[src/rtl/fizzbuzz_pkg.sv]
// rtl/fizzbuzz_pkg.sv - shared state encoding and reset defaults for fizzbuzz_sched
package fizzbuzz_pkg;

    typedef enum logic [1:0] {
        ST_IDLE = 2'd0,
        ST_RUN  = 2'd1,
        ST_DONE = 2'd2
    } state_t;

    localparam int DEF_FIZZ_C = 3;
    localparam int DEF_BUZZ_C = 5;
    localparam int DEF_LEN_C  = 100;

endpackage

[src/rtl/mod_counter.sv]
// rtl/mod_counter.sv - W-bit counter that wraps to zero after modulus-1
module mod_counter #(
    parameter int W = 8
) (
    input  logic         clk,
    input  logic         resetn,
    input  logic         clr_i,
    input  logic         en_i,
    input  logic [W-1:0] mod_i,
    output logic [W-1:0] cnt_o
);

    logic [W-1:0] cnt_q;
    logic [W-1:0] cnt_d;
    logic [W-1:0] mod_m1;

    assign mod_m1 = mod_i - W'(1);

    // next count: clear wins, then wrap at modulus-1 (>= guards a shrunk modulus)
    always_comb begin
        cnt_d = cnt_q;
        if (clr_i) begin
            cnt_d = '0;
        end else if (en_i) begin
            if (cnt_q >= mod_m1) begin
                cnt_d = '0;
            end else begin
                cnt_d = cnt_q + W'(1);
            end
        end
    end

    // count register
    always_ff @(posedge clk) begin
        if (!resetn) begin
            cnt_q <= '0;
        end else begin
            cnt_q <= cnt_d;
        end
    end

    assign cnt_o = cnt_q;

endmodule

[src/rtl/fizzbuzz_sched.sv]
// rtl/fizzbuzz_sched.sv - configurable fizzbuzz result stream with handshake and abort
module fizzbuzz_sched
    import fizzbuzz_pkg::*;
#(
    parameter int W        = 8,
    parameter int DEF_FIZZ = DEF_FIZZ_C,
    parameter int DEF_BUZZ = DEF_BUZZ_C,
    parameter int DEF_LEN  = DEF_LEN_C
) (
    input  logic         clk,
    input  logic         resetn,
    input  logic         cfg_valid,
    output logic         cfg_ready,
    input  logic [W-1:0] cfg_fizz,
    input  logic [W-1:0] cfg_buzz,
    input  logic [W-1:0] cfg_len,
    output logic         cfg_err,
    input  logic         start,
    input  logic         abort,
    output logic         out_valid,
    input  logic         out_ready,
    output logic [W-1:0] out_idx,
    output logic         out_fizz,
    output logic         out_buzz,
    output logic         out_fizzbuzz,
    output logic         busy,
    output logic         done
);

    state_t       state_q, state_d;
    logic [W-1:0] fizz_q, fizz_d;
    logic [W-1:0] buzz_q, buzz_d;
    logic [W-1:0] len_q, len_d;
    logic [W-1:0] idx_q, idx_d;
    logic         cfg_err_q, cfg_err_d;
    logic         cnt_clr;
    logic         cnt_en;
    logic [W-1:0] fizz_res;
    logic [W-1:0] buzz_res;
    logic         cfg_acc;
    logic         cfg_bad;
    logic         last_beat;
    logic         run_st;

    assign run_st    = (state_q == ST_RUN);
    assign cfg_acc   = cfg_valid && (state_q == ST_IDLE);
    assign cfg_bad   = (cfg_fizz == '0) || (cfg_buzz == '0) || (cfg_len == '0);
    assign last_beat = (idx_q == len_q - W'(1));

    // configuration: legal writes land on the accept edge, bad ones only raise the error pulse
    always_comb begin
        fizz_d    = fizz_q;
        buzz_d    = buzz_q;
        len_d     = len_q;
        cfg_err_d = 1'b0;
        if (cfg_acc) begin
            if (cfg_bad) begin
                cfg_err_d = 1'b1;
            end else begin
                fizz_d = cfg_fizz;
                buzz_d = cfg_buzz;
                len_d  = cfg_len;
            end
        end
    end

    // sequencing FSM: start in IDLE, beat advance on handshake, abort overrides handshake
    always_comb begin
        state_d = state_q;
        idx_d   = idx_q;
        cnt_clr = 1'b0;
        cnt_en  = 1'b0;
        case (state_q)
            ST_IDLE: begin
                if (start) begin
                    state_d = ST_RUN;
                    idx_d   = '0;
                    cnt_clr = 1'b1;
                end
            end
            ST_RUN: begin
                if (abort) begin
                    state_d = ST_IDLE;
                end else if (out_ready) begin
                    if (last_beat) begin
                        state_d = ST_DONE;
                    end else begin
                        idx_d  = idx_q + W'(1);
                        cnt_en = 1'b1;
                    end
                end
            end
            ST_DONE: begin
                state_d = ST_IDLE;
            end
            default: begin
                state_d = ST_IDLE;
            end
        endcase
    end

    // state, index and configuration registers
    always_ff @(posedge clk) begin
        if (!resetn) begin
            state_q   <= ST_IDLE;
            idx_q     <= '0;
            fizz_q    <= W'(DEF_FIZZ);
            buzz_q    <= W'(DEF_BUZZ);
            len_q     <= W'(DEF_LEN);
            cfg_err_q <= 1'b0;
        end else begin
            state_q   <= state_d;
            idx_q     <= idx_d;
            fizz_q    <= fizz_d;
            buzz_q    <= buzz_d;
            len_q     <= len_d;
            cfg_err_q <= cfg_err_d;
        end
    end

    mod_counter #(.W(W)) u_fizz_cnt (
        .clk    (clk),
        .resetn (resetn),
        .clr_i  (cnt_clr),
        .en_i   (cnt_en),
        .mod_i  (fizz_q),
        .cnt_o  (fizz_res)
    );

    mod_counter #(.W(W)) u_buzz_cnt (
        .clk    (clk),
        .resetn (resetn),
        .clr_i  (cnt_clr),
        .en_i   (cnt_en),
        .mod_i  (buzz_q),
        .cnt_o  (buzz_res)
    );

    // flags are gated by RUN so idle residues of zero never show as hits
    assign out_valid    = run_st;
    assign out_idx      = idx_q;
    assign out_fizz     = run_st && (fizz_res == '0);
    assign out_buzz     = run_st && (buzz_res == '0);
    assign out_fizzbuzz = out_fizz && out_buzz;
    assign busy         = run_st;
    assign done         = (state_q == ST_DONE);
    assign cfg_ready    = (state_q == ST_IDLE);
    assign cfg_err      = cfg_err_q;

endmodule

[config.mk]
export PLATFORM = sky130hd
export DESIGN_NAME = fizzbuzz_sched
export DESIGN_NICKNAME = d
export VERILOG_FILES = /design/src/rtl/fizzbuzz_pkg.sv /design/src/rtl/mod_counter.sv /design/src/rtl/fizzbuzz_sched.sv
export SDC_FILE = /design/constraint.sdc
export NUM_CORES = 1
export LEC_CHECK = 0
export ABC_AREA = 1
export BUFFER_PORTS_ARGS = -buffer_cell sky130_fd_sc_hd__buf_4
export CAP_MARGIN = 30
export CORE_MARGIN = 2
export CORE_UTILIZATION = 46
export DETAILED_ROUTE_END_ITERATION = 8
export PLACE_DENSITY = 0.76
export SLEW_MARGIN = 20
export SYNTH_ARGS = -nofsm -noshare
export SYNTH_HDL_FRONTEND = slang
export SYNTH_HIERARCHICAL = 1
export SYNTH_SLANG_ARGS = --single-unit
[constraint.sdc]
create_clock -name clk -period 2.3 [get_ports clk]
set_clock_uncertainty 0.15 [all_clocks]
set_input_delay 0.115 -clock clk [delete_from_list [all_inputs] [get_ports clk]]
set_output_delay 0.115 -clock clk [all_outputs]
set_load 0.02 [all_outputs]
Word level (Yosys, flattened, before mapping)
Cells that the tools add are included.
{"block": "totals", "register_bits": 51, "inputBits": 30, "output_inout_bits": 16, "word_cells": 64}
{"block": "classes", "addsub": 6, "magnitude_cmp": 2, "n_eq_ne": 9, "n_mux": 19, "bitwise_logic": 2, "n_reduce_logical": 18}
{"operator": "$mux 8", "n": 6}
{"operator": "$logic_not 8->1", "n": 5}
{"operator": "$add 8x1->8 const B", "n": 3}
{"operator": "$sub 8x1->8 const B", "n": 3}
{"operator": "$ge 8x8->1", "n": 2}
{"operator": "$pmux 8 s2", "n": 1}
{"operator": "$eq 8x8->1", "n": 1}
{"operator": "$mux 2", "n": 4}
{"operator": "$mux 1", "n": 7}
{"operator": "$ne 2x2->1 const B", "n": 3}
{"operator": "$ne 3x3->1 const B", "n": 2}
{"operator": "$reduce_and 5->1", "n": 1}
{"operator": "$logic_and 1x1->1", "n": 4}
{"operator": "$pmux 2 s2", "n": 1}
{"operator": "$reduce_and 2->1", "n": 2}
{"operator": "$reduce_and 3->1", "n": 1}
{"operator": "$eq 2x1->1 const B", "n": 1}
{"operator": "$eq 2x2->1 const B", "n": 1}
{"operator": "$logic_not 2->1", "n": 1}
{"operator": "$logic_or 1x1->1", "n": 2}
{"operator": "$ne 2x1->1 const B", "n": 1}
{"operator": "$not 1->1", "n": 2}
{"operator": "$reduce_bool 2->1", "n": 1}
{"operator": "$reduce_or 2->1", "n": 1}

Logic depth before layout (Yosys ltp)
{"block": "logic_depth", "depth_word": 6, "mapped_depth": 19, "depth_no_buf": 18}

Cells and area by module
Netlist, hierarchy kept.
{"mod": "fizzbuzz_sched", "n_inst": 1, "cells_each": 273, "area_per_inst_um2": 1880.6, "seq_area_each_um2": 700.7}
{"mod": "mod_counter", "n_inst": 2, "cells_each": 96, "area_per_inst_um2": 698.2, "seq_area_each_um2": 160.2}

Worst setup path after synthesis
Ideal clock, no wire load.
{"block": "synth_path", "path_type": "register -> register", "startpoint": "register len_q[0]", "endpoint": "register u_fizz_cnt.cnt_q[7], in the netlist u_fizz_cnt/cnt_o[7]", "setup_ps": 116, "arrival_time_ps": 1958, "required_time_ps": 2034, "setup_slack_ps": 75, "stages_incl_launch_ff": 19, "path_buffers": 1, "period_less_slack_ps": 2225, "cell_sequence": "dfxtp_1 inv_2 ha_1 nand2_1 inv_1 nor2_1 nand2_1 nor2_1 nand3_1 nor2_2 nand2_2 nand2_4 inv_1 buf_6 nand2_2 nor2_4 nand4_2 xor2_1 nor2_2"}
{"block": "synth_between", "elab_chain_len": 6}
{"element": "start, declared", "line_no": "fizzbuzz_sched.sv:33", "text": "logic [W-1:0] len_q, len_d;"}
{"element": "start signal, assigned", "line_no": "fizzbuzz_sched.sv:109", "text": "len_q <= W'(DEF_LEN);"}
{"element": "start signal, assigned", "line_no": "fizzbuzz_sched.sv:116", "text": "len_q <= len_d;"}
{"element": "$sub 8x1->8", "line_no": "fizzbuzz_sched.sv:48", "text": "assign last_beat = (idx_q == len_q - W'(1));"}
{"element": "$eq 8x8->1", "line_no": "fizzbuzz_sched.sv:48"}
{"element": "$mux 1", "line_no": "fizzbuzz_sched.sv:85", "text": "if (last_beat) begin"}
{"element": "$mux 1", "line_no": "fizzbuzz_sched.sv:84", "text": "end else if (out_ready) begin"}
{"element": "$mux 1", "line_no": "fizzbuzz_sched.sv:82", "text": "if (abort) begin"}
{"element": "$mux 1", "line_no": "fizzbuzz_sched.sv:73", "text": "case (state_q)"}
{"element": "net cnt_en", "line_no": "fizzbuzz_sched.sv:37", "text": "logic cnt_en;"}
{"element": "end signal, assigned", "line_no": "mod_counter.sv:38", "text": "cnt_q <= cnt_d;"}
{"element": "end, declared", "line_no": "mod_counter.sv:13", "text": "logic [W-1:0] cnt_q;"}
The timed path passes the listed nets, and every way through them passes these cells.
A chain may end at the register's enable or synchronous reset.

Worst setup path after layout
{"block": "layout_path", "startpoint": "register len_q[0]", "endpoint": "register u_fizz_cnt.cnt_q[6], in the netlist u_fizz_cnt/cnt_o[6]"}
The elaborated chain is that of the path after synthesis.

==> flow_summary_export.csv <==
group,metric,value,unit
final_layout,antenna_cells,0,
power_and_ir_drop,leakage,1.99,nW
synthesis,synth_cell_type_count,35,
placed_design,io_buffer_count,45,
placed_design,hpwlAfterDp,5710,um
flow_run,drv_cap,0,
detailed_routing,vias,3210,
detailed_routing,wl,8110,um
power_and_ir_drop,p_clk_share,25.3,%
floorplanning,dieArea,7810,sq um
synthesis,avgSynthCellArea,7.05,sq um
detailed_routing,wl_per_cell,12.5,um
power_and_ir_drop,pwr-share-seq,50.0,%
synthesis,ys_seq_area_share,31.2,%
sta,finalCritPeriodShare,98.8,%
final_layout,drive_above_1_share,22.4,%
cts,cts_tree,"built",
power_and_ir_drop,internal-power,1.35,mW
worst_setup_path,setup.worst_path.start_class,"flip-flop",
placed_design,place.gp.congestion,0.915,
grt,antenna_found_initial,0,
worst_setup_path,critPathRequiredTime,2.40,ns
synthesis,synth.area.top_cells,"dfxtp_1 (31%), nand2_1 (10%), ha_1 (8.4%)",
sta,hold_viol,0,
detailed_routing,drt-initial-drc-count,180,
worst_setup_path,cp.arrival,2.37,ns
synthesis,yosysMostFrequentCell,"nand2_1",
worst_setup_path,endpoint_kind,"flip-flop",
synthesis,async_reset_ff_share,0,%
worst_setup_path,r2r_slack,0.03,ns
detailed_routing,drc,0,
synthesis,syn_area,3280,sq um
cts,cts_htree_levels,2,
grt,grt_pass1_vias,3054,
sta,rsz0062_at_grt,"yes",
floorplanning,dieWidth,88.4,um
sta,finalSetupTns,0,ns
final_layout,area.growth.synth_to_final,30.7,%
sta,max_freq,440,MHz
cts,clkTransAtPathRegs,0.09,ns
worst_hold_path,hold_path_depth,2,
sta,relSlewSlack,66.5,%
final_layout,num-fill-cells,602,
floorplanning,rows,30,
synthesis,synth-seq-cells,51,
outcome,outcome,"finished, final reports clean",
worst_setup_path,worst_r2r_path_depth,18,
worst_hold_path,min_from,"resetn",
power_and_ir_drop,total_power,1.93,mW
final_layout,final-seq-area,1020,sq um
final_layout,utilization,62.7,%
cts,cts_made_buffers,5,
power_and_ir_drop,comb_power_share,24.7,%
placed_design,dpl_cell_area,3760,sq um
floorplanning,start_util,48.0,%
worst_setup_path,timing.rr.start,"len_q[0]",
power_and_ir_drop,power_switching,0.583,mW
synthesis,synthesis.instances,465,
sta,finalSetupViolCount,0,
synthesis,yosys.area.top_type,"dfxtp_1",
floorplanning,core,6830,sq um
power_and_ir_drop,p_sw_share,30.2,%
detailed_routing,first_pass_iters,4,
worst_setup_path,crit_fanout,7,
synthesis,synthFlopType,"dfxtp_1",
grt,track_usage,21.9,%
synthesis,synth-edff-count,0,
floorplanning,die_h,88.4,um
sta,period_needed,2.27,ns
detailed_routing,avgViaCountPerCell,4.94,
sta,whs,0.0196,ns
grt,overflow,0,
floorplanning,io-pin-count,46,
worst_setup_path,r2r-end,"u_fizz_cnt/cnt_o[6]",
sta,slew_violations,0,
cts,clk_latency,0.30,ns
worst_hold_path,hold_path_end,"len_q[2]",
sta,tightestPinTransition,0.502,ns
detailed_routing,antenna_left,0,
final_layout,multi_input_area,2000,sq um
synthesis,syn_nets,517,
grt,grt_pass1_wl,13500,um
cts,cts_root_buffer,"clkbuf_8",
synthesis,yosysWarnings,6,
worst_hold_path,hold_class,"in -> reg",
cts,clk_path_buf_depth,2,
power_and_ir_drop,power.density,451,nW/um^2
synthesis,synthTopCellsByCount,"nand2_1 (90), inv_1 (68), dfxtp_1 (51), nor2_1 (49), a21oi_1 (30)",
cts,numClockSinks,51,
grt,grt_max_degree,31,
final_layout,final_cell_area,4280,sq um
worst_setup_path,path_class,"reg -> reg",
final_layout,nets,607,
synthesis,synth.top_cell.area_share,31.2,%
power_and_ir_drop,ir_worst_vdd,348,uV
==> worst max-delay path by stage <==
stage / endpoint / startpoint / cells after the start / slack [ns]
5_1_grt: u_buzz_cnt/cnt_o[1] / len_q[0] / 16 / -0.20
2_1_floorplan: u_fizz_cnt/cnt_o[7] / len_q[0] / 18 / 0.08
6_report: u_fizz_cnt/cnt_o[6] / len_q[0] / 18 / 0.03
4_1_cts: u_buzz_cnt/cnt_o[7] / len_q[1] / 17 / 0.05
3_5_place_dp: u_buzz_cnt/cnt_o[7] / len_q[1] / 15 / 0.004
3_3_place_gp: u_buzz_cnt/cnt_o[6] / len_q[1] / 16 / 0.1
==> layout make-up <==
cell class / count / share of cell area [%]
Multi-Input combinational cell: 329 / 46.6
Sequential cell: 51 / 23.9
Timing Repair Buffer: 94 / 18.4
Inverter: 74 / 6.57
Tap cell: 96 / 2.80
Clock buffer: 6 / 1.69
==> metal layers <==
metal	part of all wire (%)	GRT usage [%]	up-vias
met5	0	0	-
met4	1.1	7.44	0
met3	2.9	3.36	8
met2	51	39.4	60
met1	45	26.5	1468
li1	-	-	1674
==> registers in the layout (all words and copies together) (netlist names) <==
signal            flops
buzz_q                8
cfg_err               1
state_q               2
u_fizz_cnt/cnt_o      8
fizz_q                8
len_q                 8
u_buzz_cnt/cnt_o      8
out_idx               8
==> what timing repair did <==
| action | CTS | global route |
|---|---|---|
| pin swaps | 4 | 13 |
| cloned | 0 | 0 |
| hold buffers | 27 | 0 |
| hold endpoints to repair | 26 | 0 |
| resized for setup | 5 | 22 |
| buffers inserted | 7 | 3 |
| endpoints found under the setup margin | 4 | 18 |
==> critical path, cell delays in order, from the launching register on <==
cell        delay (ns)
dfxtp_2           0.35
inv_2             0.05
ha_4              0.23
nand2_1           0.07
inv_1             0.04
nor2_1            0.08
nand2_1           0.07
nor2_1            0.09
nand3_1           0.10
nor2_2            0.12
nand2_2           0.08
nand2_4           0.08
clkinvlp_4        0.17
nand3_2           0.13
nor2_1            0.05
nand2_1           0.07
xnor2_1           0.12
inv_1             0.06
nor2_1            0.09
==> per-stage QoR <==
step                      cells  worst slack, ns
final                       650           0.0283
after global routing        650           -0.198
after CTS                   647           0.0486
after detailed placement    607          0.00438
after global placement      607           0.0983
after floorplan             465           0.0755
==> cells by family after synthesis <==
kind of cell	share of synthesized area, %
fa+ha+maj	8.40
compound gates	9.32
xor+xnor	8.29
simple gates	31.3
mux	0.611
flops	31.2
buf+inv	11.0
==> cell usage in the layout, fill, tap and decap left out, drive strengths merged, types with 9 or more instances in the layout <==
cell type      n
a21oi         31
nand3         27
dlygate4sd3   27
ha            22
inv           73
nand4         12
xnor2          9
o21ai         19
nor2          59
dfxtp         51
xor2          22
nand2        100
buf           67
==> power by group through the flow <==
stage | clock [mW] | combinational [mW] | sequential, mW
global route | 0.534 | 0.535 | 0.972
CTS | 0.496 | 0.451 | 0.962
finish | 0.488 | 0.477 | 0.966
floorplan | 0 | 0.274 | 0.975
detailed placement | 0 | 0.397 | 0.983
global placement | 0 | 0.385 | 0.980
(Power assumes the default switching activity.)
